[config.mk]
export PLATFORM = sky130hd
export DESIGN_NAME = uart_bus_bridge
export DESIGN_NICKNAME = d
export VERILOG_FILES = /design/src/rtl/bridge_pkg.sv /design/src/rtl/uart_bus_bridge.sv
export SDC_FILE = /design/constraint.sdc
export NUM_CORES = 1
export LEC_CHECK = 0
export BUFFER_PORTS_ARGS = -buffer_cell sky130_fd_sc_hd__buf_2
export CAP_MARGIN = 20
export CORE_MARGIN = 4
export CORE_UTILIZATION = 29
export CTS_BUF_LIST = sky130_fd_sc_hd__clkbuf_4
export CTS_CLUSTER_SIZE = 28
export DETAILED_ROUTE_END_ITERATION = 10
export HOLD_SLACK_MARGIN = 0.03
export PLACE_DENSITY = 0.47
export SYNTH_ARGS = -nofsm -noshare
export SYNTH_HDL_FRONTEND = slang
export SYNTH_SLANG_ARGS = --single-unit
[constraint.sdc]
create_clock -name clk -period 2.27 [get_ports clk]
set_input_delay 0.1135 -clock clk [delete_from_list [all_inputs] [get_ports clk]]
set_output_delay 0.1135 -clock clk [all_outputs]
set_load 0.05 [all_outputs]
[src/rtl/bridge_pkg.sv]
// Shared definitions for the UART-to-bus bridge: FSM state encoding and the
// command/response byte values of the serial protocol.
package bridge_pkg;

    typedef enum logic [2:0] {
        S_IDLE,
        S_ADDR,
        S_DATA,
        S_WRITE,
        S_READ,
        S_RWAIT,
        S_SEND,
        S_ACK
    } state_t;

    localparam logic [7:0] CMD_WRITE = 8'h57;  // 'W'
    localparam logic [7:0] CMD_READ  = 8'h52;  // 'R'
    localparam logic [7:0] CMD_HOLD  = 8'h48;  // 'H'
    localparam logic [7:0] CMD_GO    = 8'h47;  // 'G'
    localparam logic [7:0] RSP_OK    = 8'h4B;  // 'K'
    localparam logic [7:0] RSP_ERR   = 8'h45;  // 'E'

endpackage

[src/rtl/uart_bus_bridge.sv]
// UART command-stream bus initiator: decodes W/R/H/G byte commands from the
// receive FIFO, runs single-word bus cycles and replies over the transmit FIFO.
module uart_bus_bridge
    import bridge_pkg::*;
#(
    parameter bit HOLD_AT_RESET = 1'b1
) (
    input  logic        clk,
    input  logic        reset,
    input  logic [7:0]  rx_data,
    input  logic        rx_empty,
    output logic        rd_uart,
    output logic [7:0]  tx_data,
    input  logic        tx_full,
    output logic        wr_uart,
    output logic [29:0] addr,
    output logic [31:0] wdata,
    input  logic [31:0] rdata,
    output logic        re,
    output logic [3:0]  we,
    output logic        cpu_hold
);

    state_t      state, state_n;
    logic [1:0]  cnt, cnt_n;
    logic        is_write, is_write_n;
    logic        err, err_n;
    logic [31:0] shreg, shreg_n;
    logic [29:0] addr_n;
    logic [31:0] wdata_n;
    logic [7:0]  tx_data_n;
    logic        rd_n, wr_n, hold_n;
    logic        tx_ready;

    // rd_uart/wr_uart are registered: a pop or push is decided one cycle and
    // performed the next, so the strobe cycle is also the byte-capture cycle.
    always_comb begin
        state_n    = state;
        cnt_n      = cnt;
        is_write_n = is_write;
        err_n      = err;
        shreg_n    = shreg;
        addr_n     = addr;
        wdata_n    = wdata;
        tx_data_n  = tx_data;
        hold_n     = cpu_hold;
        rd_n       = 1'b0;
        wr_n       = 1'b0;
        re         = 1'b0;
        we         = '0;
        tx_ready   = !tx_full && !wr_uart;

        case (state)
            S_IDLE: begin
                rd_n = !rx_empty && !rd_uart;
                if (rd_uart) begin
                    case (rx_data)
                        CMD_WRITE: begin
                            is_write_n = 1'b1;
                            err_n      = 1'b0;
                            cnt_n      = '0;
                            state_n    = S_ADDR;
                        end
                        CMD_READ: begin
                            is_write_n = 1'b0;
                            err_n      = 1'b0;
                            cnt_n      = '0;
                            state_n    = S_ADDR;
                        end
                        CMD_HOLD: hold_n = 1'b1;
                        CMD_GO:   hold_n = 1'b0;
                        default:  ;
                    endcase
                end
            end
            S_ADDR: begin
                rd_n = !rx_empty && !rd_uart;
                if (rd_uart) begin
                    shreg_n = {rx_data, shreg[31:8]};
                    cnt_n   = cnt + 2'd1;
                    if (cnt == 2'd3) begin
                        addr_n = shreg_n[31:2];
                        if (is_write) begin
                            state_n = S_DATA;
                        end else if (cpu_hold) begin
                            state_n = S_READ;
                        end else begin
                            err_n   = 1'b1;
                            state_n = S_ACK;
                        end
                    end
                end
            end
            S_DATA: begin
                rd_n = !rx_empty && !rd_uart;
                if (rd_uart) begin
                    shreg_n = {rx_data, shreg[31:8]};
                    cnt_n   = cnt + 2'd1;
                    if (cnt == 2'd3) begin
                        wdata_n = shreg_n;
                        if (cpu_hold) begin
                            state_n = S_WRITE;
                        end else begin
                            err_n   = 1'b1;
                            state_n = S_ACK;
                        end
                    end
                end
            end
            S_WRITE: begin
                we      = '1;
                state_n = S_ACK;
            end
            S_READ: begin
                re      = 1'b1;
                state_n = S_RWAIT;
            end
            S_RWAIT: begin
                shreg_n = rdata;
                cnt_n   = '0;
                state_n = S_SEND;
            end
            S_SEND: begin
                if (tx_ready) begin
                    wr_n      = 1'b1;
                    tx_data_n = shreg[7:0];
                    shreg_n   = {8'h00, shreg[31:8]};
                    cnt_n     = cnt + 2'd1;
                    if (cnt == 2'd3) state_n = S_IDLE;
                end
            end
            S_ACK: begin
                if (tx_ready) begin
                    wr_n      = 1'b1;
                    tx_data_n = err ? RSP_ERR : RSP_OK;
                    err_n     = 1'b0;
                    state_n   = S_IDLE;
                end
            end
            default: state_n = S_IDLE;
        endcase
    end

    always_ff @(posedge clk) begin
        if (reset) begin
            state    <= S_IDLE;
            cnt      <= '0;
            is_write <= 1'b0;
            err      <= 1'b0;
            shreg    <= '0;
            addr     <= '0;
            wdata    <= '0;
            tx_data  <= '0;
            rd_uart  <= 1'b0;
            wr_uart  <= 1'b0;
            cpu_hold <= HOLD_AT_RESET;
        end else begin
            state    <= state_n;
            cnt      <= cnt_n;
            is_write <= is_write_n;
            err      <= err_n;
            shreg    <= shreg_n;
            addr     <= addr_n;
            wdata    <= wdata_n;
            tx_data  <= tx_data_n;
            rd_uart  <= rd_n;
            wr_uart  <= wr_n;
            cpu_hold <= hold_n;
        end
    end

endmodule

# Word-level counts from Yosys, hierarchy flattened
# Cells that the tools add are included.
op_classes:
  n_addsub: 1
  bitwise: 2
  muxes: 40
  eq_ne: 23
  n_reduce_logical: 28
op_table:
  columns: ["operator", "n"]
  rows:
  - ["case mux 32 bit (3 select lines)", 1]
  - ["two-way mux 32 bit", 2]
  - ["two-way mux 3 bit", 11]
  - ["== test 8 x 7 -> 1 bit (second input constant)", 4]
  - ["case mux 3 bit (8 select lines)", 1]
  - ["inequality test 2 bit (second input constant)", 10]
  - ["AND reduction 3 bit", 6]
  - ["AND reduction 9 bit", 2]
  - ["two-way mux 8 bit", 2]
  - ["case mux 8 bit (2 select lines)", 1]
  - ["== test 3 bit (second input constant)", 4]
  - ["two-way mux 1 bit", 11]
  - ["two-way mux 2 bit", 5]
  - ["OR reduction 2 bit", 5]
  - ["two-way mux 4 bit", 2]
  - ["case mux 2 bit (4 select lines)", 1]
  - ["nonzero test 4 bit", 2]
  - ["== test 3 x 2 -> 1 bit (second input constant)", 2]
  - ["nonzero test 2 bit", 3]
  - ["AND reduction 5 bit", 1]
  - ["logical NOT 1 bit", 4]
  - ["case mux 1 bit (2 select lines)", 2]
  - ["case mux 1 bit (4 select lines)", 1]
  - ["== test 3 x 1 -> 1 bit (second input constant)", 1]
  - ["8 further kinds", 10]
totals:
  inputBits: 44
  reg_bits: 112

# Logic depth before layout (Yosys ltp)
# Gate-level depths: netlist of the first run.
logic_depth:
  ltp_word: 5
  depth_mapped: 7

# Worst setup path before layout of the first run
# OpenSTA, ideal clock, no wires.
synth_path:
  path_kind: "reg2out"
  start: "register state[0]"
  end: "output port we[1]"
  arrival_ps: 2147
  setup_slack_ps: 10
  path_stages_with_launch: 7
  path_buffers: 4
  path_cell_list: "dfxtp_1 > buf_4 > clkbuf_1 > clkbuf_1 > nand2_1 > nor2_1 > buf_4"
synth_via:
  elab_chain_cells: 2
synth_lines:
  columns: ["element", "line_no", "source"]
  rows:
  - ["start, declared", "uart_bus_bridge.sv:24", "state_t state, state_n;"]
  - ["start signal, assigned", "uart_bus_bridge.sv:158", "state <= state_n;"]
  - ["== test 3 x 2 -> 1 bit", "uart_bus_bridge.sv:53", "case (state)"]
  - ["two-way mux 4 bit", "uart_bus_bridge.sv:53", null]
  - ["end, declared", "uart_bus_bridge.sv:20", "output logic [3:0] we,"]
# Every way passes these cells.

# Worst setup path after layout of the first run
layout_path:
  start: "register state[1]"
  end: "register shreg[11]"
layout_via:
  elab_chain_cells: 4
  elab_cells_between_ends: 10
  classes_between: "eq/ne: 6; mux: 1; reduce/logical: 3"
layout_lines:
  columns: ["element", "line_no", "source"]
  rows:
  - ["== test 3 x 2 -> 1 bit / == test 3 x 1 -> 1 bit (equally long branches)", "uart_bus_bridge.sv:53", null]
  - ["OR reduction 2 bit (no source line)", null, null]
  - ["inequality test 2 x 1 -> 1 bit (no source line) / nonzero test 3 bit (equally long branches)", null, null]
  - ["AND reduction 3 bit (no source line)", null, null]
  - ["end signal, assigned", "uart_bus_bridge.sv:162", "shreg <= shreg_n;"]
  - ["end, declared", "uart_bus_bridge.sv:28", "logic [31:0] shreg, shreg_n;"]
# Parallel ways exist; a longest one is shown, timed or not.
# A chain may end at the register's enable or synchronous reset.

==> impl_metrics.csv, run 1 <==
group,metric,value,unit
run_status,run_status,"complete, no violations",
power_and_ir_drop,clockPowerShare,32.0,%
synthesis,synth-edff-count,0,
synthesis,number_of_standard_cells_after_synthesis,585,
drt,detailedRoute.firstPassIterationCount,4,
synthesis,async_reset_ff_share,0,%
power_and_ir_drop,peak_supply_drop,230,uV
setup_path,path_cells,"xnor2_2 > o32ai_2 > nor2_4 > buf_12 > nor2_1 > a311oi_1",
floorplanning,initial_standard_cell_utilization_of_the_core,30.1,%
placed_design,dpl.hpwl,10.3,mm
global_routing,track_usage,16.4,%
finish,layout_common_cells,"sky130_fd_sc_hd__nand2_1 (156), sky130_fd_sc_hd__buf_2 (120), sky130_fd_sc_hd__dfxtp_1 (111)",
clocking,cts.htree.levels,3,
floorplanning,die-width,135,um
finish,nNetsFinal,757,
placed_design,gpl.final_weighted_congestion,0.782,
synthesis,synth_top_flop_cell,"sky130_fd_sc_hd__dfxtp_1",
clocking,clock_sinks,112,
finish,fillCellCount,1669,
clocking,cts_made_buffers,9,
power_and_ir_drop,p_int,0.00239,W
finish,layoutNonFillerInstCount,927,
clocking,path_clk_slew,0.17,ns
global_routing,grt_overflow,0,
sta,total_setup_violations_reported_at_the_end_of_the_flow,0,
synthesis,ys_seq_elements,112,
synthesis,yosysUniqueCellTypes,47,
setup_path,worst-setup-path-type,"reg -> reg",
setup_path,critical_path.reg2reg.startpoint,"state[1]$_SDFFE_PP0P_",
setup_path,worstSetupPathDepth,6,
floorplanning,ios,122,
power_and_ir_drop,p_sw_share,24.1,%
finish,drive_gt1_share,22.5,%
drt,detailroute.via_count,4495,
sta,post-route-period-util,86.8,%
finish,postLayoutCoreUtil,38.2,%
worst_hold_path,hold-path-cell-count,5,
setup_path,worstSetupStartpointType,"flip-flop",
synthesis,yosys_warnings,0,
power_and_ir_drop,powerDensity,535,mW/mm^2
worst_hold_path,worst_hold_class,"in -> reg",
finish,mostFrequentLayoutCell,"sky130_fd_sc_hd__nand2_1",
setup_path,ff2ff_setup_slack,0.30,ns
setup_path,critical_path.n_buffers_inverters,1,
drt,drt.antenna.violating_nets,0,
synthesis,syn_nets,630,
sta,timing.slew.headroom,43.3,%
sta,rsz0062_at_grt,"false",
global_routing,grt_antenna_before_repair,0,
drt,routedWlPerCell,15.9,um
placed_design,number_of_buffer_cells_added_on_primary_ports,121,
sta,worst_slew_pin_slew,0.850,ns
setup_path,ff2ff_path_depth,6,
clocking,clock_tree_from_tritoncts,"built",
clocking,clockBufferDepth,2,
drt,drt_drc_violations_left,0,
setup_path,endpoint_kind,"flip-flop",
power_and_ir_drop,power.combinational.fraction,5.4,%
sta,timing_max_transition_violations_final,0,
power_and_ir_drop,power,0.00315,W
sta,achievable-frequency,0.507,GHz
clocking,clk_root_buffer_cell,"sky130_fd_sc_hd__clkbuf_4",
floorplanning,core_region_area,0.0154,sq mm
placed_design,dp_cells,879,
worst_hold_path,hp-start,"tx_full",
sta,finClkSkew,0.0275,ns
clocking,postCtsSetupRepairBufs,0,
drt,finalWirelength,14.8,mm
synthesis,synth_seq_area_share,48.3,%
setup_path,cpPeakStageDelay,0.73,ns
synthesis,synth.area.top_cells,"sky130_fd_sc_hd__dfxtp_1 (48%), sky130_fd_sc_hd__nand2_1 (13%), sky130_fd_sc_hd__a21oi_1 (7.8%), sky130_fd_sc_hd__a311oi_1 (4.5%), sky130_fd_sc_hd__nor2_1 (4.4%)",
sta,timing_hold_violations_final,0,
flow_run,cap_viol_max_count,0,
floorplanning,dieArea,0.0181,sq mm
worst_hold_path,hold_path_end,"state[1]$_SDFFE_PP0P_",
power_and_ir_drop,pwr-share-seq,62.7,%
floorplanning,die_height,135,um
global_routing,global_route_wire_length_before_repair,23.7,mm
synthesis,synth.avg_cell_area,7.93,sq um
synthesis,syn_area,0.00464,sq mm
global_routing,via_count_of_the_first_global_routing_pass,4410,
power_and_ir_drop,leakage,2.17,nW
finish,diodes,0,
setup_path,cp.arrival,2.36,ns
sta,setup_tns,0,ns
synthesis,synth_top_area_share,48.3,%
synthesis,synth_area_leader_cell,"sky130_fd_sc_hd__dfxtp_1",
finish,area_delta_synth_final,26.9,%
setup_path,r2r_end,"shreg[11]$_SDFFE_PP0P_",
global_routing,grt_start_max_net_pins,78,
drt,drt-vias-per-instance,4.85,
setup_path,critPathTopFamily,"flip-flops",
sta,whs,0.101,ns
setup_path,crit_path_max_fanout,64,
floorplanning,num_rows,45,
drt,first_iter_violations,266,
clocking,clkLatencyLatePin,0.49,ns
setup_path,worst_ep_required,2.66,ns
power_and_ir_drop,p_sw,0.000758,W
setup_path,worst_path_max_delay_cell,"sky130_fd_sc_hd__dfxtp_1",
sta,period_minus_slack,1.97,ns
[cells by family after synthesis]
family          count (synthesis)  share of synthesized area (%)
flops                         112                           48.3
buf+inv                        58                           5.66
simple gates                  268                           24.8
xor+xnor                        2                          0.539
fa+ha+maj                       1                          0.270
compound gates                143                           20.2
mux                             1                          0.216
[final cells by class]
type	instances	area [sq um]	share of cell area, %
tap	211	264	4.48
inverter	4	15.0	0.255
multi-input combinational	415	2140	36.3
clock inverter	5	57.6	0.977
sequential	112	2240	38.1
clock buffer	10	75.1	1.27
timing repair buffer	170	1100	18.6
[worst max path at each step]
stage / startpoint / endpoint / slack (ns)
3_5_place_dp: state[1]$_SDFFE_PP0P_ / addr[12]$_SDFFE_PP0P_ / 0.31
4_1_cts: state[1]$_SDFFE_PP0P_ / shreg[11]$_SDFFE_PP0P_ / 0.26
6_report: state[1]$_SDFFE_PP0P_ / shreg[11]$_SDFFE_PP0P_ / 0.30
5_1_grt: state[1]$_SDFFE_PP0P_ / addr[20]$_SDFFE_PP0P_ / 0.08
2_1_floorplan: state[0]$_SDFFE_PP0P_ / we[1] / 0.01
3_3_place_gp: state[1]$_SDFFE_PP0P_ / addr[19]$_SDFFE_PP0P_ / 0.36
[metrics by stage]
| step | area, sq um | worst slack [ns] |
|---|---|---|
| after detailed placement | 5430 | 0.308 |
| after CTS | 5890 | 0.263 |
| after floorplan | 4640 | 0.00993 |
| after global routing | 5890 | 0.0757 |
| final | 5890 | 0.299 |
| after global placement | 5430 | 0.365 |
[state kept, by name, indices dropped and copies added, names as in the netlist]
signal	flops
tx_data	8
cpu_hold	1
addr	30
rd_uart	1
err	1
is_write	1
shreg	32
wdata	32
wr_uart	1
state	3
cnt	2
[what timing repair did]
| item | CTS | global route |
|---|---|---|
| resized for setup | 0 | 0 |
| hold buffers | 33 | 0 |
| endpoints found under the setup margin | 0 | 0 |
| hold endpoints to repair | 43 | 0 |
[power groups by stage]
stage,clock network [W],registers [W],logic (W)
final,0.00101,0.00198,0.000169
after CTS,0.00105,0.00198,0.000169
after floorplan,0,0.00202,0.0000562
after global placement,0,0.00202,0.000125
after detailed placement,0,0.00202,0.000126
after global routing,0.00112,0.00198,0.000185
[per-layer routing]
metal | vias up | global-route usage [%] | part of all wire, %
li1 | 2278 | - | -
met1 | 2082 | 22.2 | 47
met2 | 121 | 26.5 | 46
met3 | 14 | 3.43 | 5.8
met4 | 0 | 5.26 | 1.2
met5 | - | 0 | 0
[Yosys cell counts, types with 2 or more instances]
cell type / number
sky130_fd_sc_hd__nor4b_1: 2
sky130_fd_sc_hd__nand2_1: 156
sky130_fd_sc_hd__buf_4: 7
sky130_fd_sc_hd__a311oi_1: 24
sky130_fd_sc_hd__nor4_1: 2
sky130_fd_sc_hd__buf_2: 15
sky130_fd_sc_hd__nor2b_1: 3
sky130_fd_sc_hd__a22o_1: 8
sky130_fd_sc_hd__nand3b_1: 2
sky130_fd_sc_hd__nand4_1: 3
sky130_fd_sc_hd__or2_2: 2
sky130_fd_sc_hd__nor3b_1: 2
sky130_fd_sc_hd__buf_1: 2
sky130_fd_sc_hd__a22oi_1: 12
sky130_fd_sc_hd__nor2_1: 54
sky130_fd_sc_hd__o211ai_1: 2
sky130_fd_sc_hd__dfxtp_1: 112
sky130_fd_sc_hd__clkbuf_1: 30
sky130_fd_sc_hd__nor3_1: 2
sky130_fd_sc_hd__o21ai_0: 3
sky130_fd_sc_hd__a211oi_1: 10
sky130_fd_sc_hd__inv_1: 4
sky130_fd_sc_hd__nand3_1: 29
sky130_fd_sc_hd__a21oi_1: 72
sky130_fd_sc_hd__and3_1: 3
sky130_fd_sc_hd__o22ai_1: 3
[worst reg2reg max path, stage by stage, from the launching register on]
cell and delay (ns):
sky130_fd_sc_hd__dfxtp_1 0.73, sky130_fd_sc_hd__xnor2_2 0.24, sky130_fd_sc_hd__o32ai_2 0.16, sky130_fd_sc_hd__nor2_4 0.13, sky130_fd_sc_hd__buf_12 0.26, sky130_fd_sc_hd__nor2_1 0.11
sky130_fd_sc_hd__a311oi_1 0.27
Power figures use the tool's default switching activity.
==> run 2, diff against run 1 <==
ABC_CLOCK_PERIOD_IN_PS = 1900   (was default)
REMOVE_ABC_BUFFERS = 1   (was default)
clock period = 1.9 ns   (was 2.27 ns; I/O delays follow)
==> impl_metrics.csv, run 2 (same netlist as run 1, synthesis figures left out) <==
group,metric,value,unit
drt,drt.antenna.violating_nets,0,
global_routing,grt_start_max_net_pins,55,
power_and_ir_drop,peak_supply_drop,339,uV
global_routing,grt_antenna_before_repair,3,
clocking,cts_made_buffers,9,
sta,period_minus_slack,1.82,ns
finish,area_delta_synth_final,31.6,%
sta,rsz0062_at_grt,"false",
sta,timing_max_transition_violations_final,0,
sta,achievable-frequency,0.551,GHz
clocking,clockBufferDepth,2,
placed_design,number_of_buffer_cells_added_on_primary_ports,121,
clocking,clock_sinks,112,
floorplanning,initial_standard_cell_utilization_of_the_core,30.1,%
drt,detailroute.via_count,4590,
clocking,clock_tree_from_tritoncts,"built",
finish,drive_gt1_share,24.8,%
drt,drt_drc_violations_left,0,
clocking,cts.htree.levels,3,
setup_path,endpoint_kind,"flip-flop",
drt,finalWirelength,15.0,mm
finish,mostFrequentLayoutCell,"sky130_fd_sc_hd__nand2_1",
power_and_ir_drop,powerDensity,645,mW/mm^2
finish,finalInstanceArea,0.00611,sq mm
global_routing,global_route_wire_length_before_repair,23.8,mm
placed_design,dpl-instance-area,0.00556,sq mm
clocking,clk_root_buffer_cell,"sky130_fd_sc_hd__clkbuf_4",
sta,timing_hold_violations_final,0,
finish,diodes,0,
setup_path,worst_path_max_delay_cell,"sky130_fd_sc_hd__or4_1",
finish,largestRegisters,"shreg x32, wdata x32, addr x30",
finish,nNetsFinal,774,
setup_path,worst-setup-path-type,"reg -> reg",
drt,detailedRoute.firstPassIterationCount,4,
sta,whs,0.0896,ns
run_status,run_status,"complete, no violations",
floorplanning,num_rows,45,
worst_hold_path,worst_hold_class,"in -> reg",
global_routing,grt_overflow,0,
setup_path,cpPeakStageDelay,0.54,ns
global_routing,via_count_of_the_first_global_routing_pass,4461,
setup_path,ff2ff_setup_slack,0.08,ns
placed_design,detailedPlace.worstSlack,0.136,ns
setup_path,worst_ep_required,2.30,ns
sta,post-route-period-util,95.6,%
setup_path,worstSetupStartpointType,"flip-flop",
sta,total_setup_violations_reported_at_the_end_of_the_flow,0,
setup_path,crit_path_max_fanout,12,
setup_path,cp.arrival,2.21,ns
clocking,clkLatencyLatePin,0.49,ns
global_routing,track_usage,16.6,%
floorplanning,die-width,135,um
sta,finClkSkew,0.0120,ns
drt,first_iter_violations,246,
power_and_ir_drop,leakage,2.28,nW
sta,fin_ws,0.0840,ns
setup_path,path_cells,"clkbuf_4 > and3_1 > or4_1 > a211o_1 > o41ai_1",
placed_design,dpl.hpwl,10.5,mm
finish,layout_common_cells,"sky130_fd_sc_hd__nand2_1 (156), sky130_fd_sc_hd__buf_2 (116), sky130_fd_sc_hd__dfxtp_1 (110)",
floorplanning,dieArea,0.0181,sq mm
flow_run,cap_viol_max_count,0,
sta,setup_tns,0,ns
floorplanning,ios,122,
floorplanning,core_region_area,0.0154,sq mm
floorplanning,die_height,135,um
drt,routedWlPerCell,15.8,um
sta,timing.slew.headroom,59.3,%
clocking,path_clk_slew,0.17,ns
drt,drt-vias-per-instance,4.86,
sta,worst_slew_pin_slew,0.610,ns
placed_design,gpl.final_weighted_congestion,0.874,
power_and_ir_drop,power,0.00394,W
-- run 2: cell count changes in the layout (fill, tap and decap cells not counted), sizes merged --
cell	before	now
buf	137	152
bufinv	1	2
clkinv	1	2
inv	5	6
clkinvlp	2	1
dlygate4sd3	33	34
-- run 2: cell type report --
class | instances | area [sq um]
Clock buffer | 9 | 67.6
Fill cell | 1675 | 9320
Sequential cell | 112 | 2250
Multi-Input combinational cell | 415 | 2160
Clock inverter | 7 | 93.8
Tap cell | 211 | 264
Timing Repair Buffer | 187 | 1260
Inverter | 4 | 15.0
-- run 2: worst paths after layout --
path | start | to | cells after the start
worst min-delay path | rdata[25] | shreg[25]$_SDFFE_PP0P_ | 4
worst max-delay path | state[0]$_SDFFE_PP0P_ | err$_SDFFE_PP0P_ | 5
worst min register to register | wdata[15]$_SDFFE_PP0P_ | wdata[15]$_SDFFE_PP0P_ | 2
worst max register to register | state[0]$_SDFFE_PP0P_ | err$_SDFFE_PP0P_ | 5
-- run 2: power by group --
group          internal, W  switching [W]  total [W]
Combinational     0.000106       0.000108   0.000214
Sequential         0.00235     0.00000348    0.00236
Clock             0.000537       0.000829    0.00137
-- run 2: stage by stage --
stage / util, % / cells
after global placement: 36.1 / 894
final: 39.6 / 945
after CTS: 39.3 / 944
after floorplan: - / 531
after global routing: 39.6 / 945
after detailed placement: 36.1 / 894
-- run 2: metal layers --
metal / GRT usage [%] / routed length [um] / vias up / part of all wire [%]
met2: 26.1 / 6650 / 129 / 44
met4: 5.37 / 254 / 6 / 1.7
met3: 4.40 / 987 / 23 / 6.6
met5: 0 / 40 / - / 0.27
met1: 22.4 / 7030 / 2121 / 47
li1: - / - / 2311 / -
-- run 2: worst max-delay path: cells and delay by family, from the launching register on --
family,cells,cell delay [ns]
AO/OA/AOI/OAI,2,0.36
AND/OR/NAND/NOR,2,0.73
buffers and inverters,1,0.21
flip-flops,1,0.43
-- run 2: what timing repair did --
action / CTS / global route
hold buffers: 34 / 0
setup buffers: 0 / 1
resized for setup: 1 / 13
endpoints found under the setup margin: 4 / 10
endpoints found under the hold margin: 50 / 0
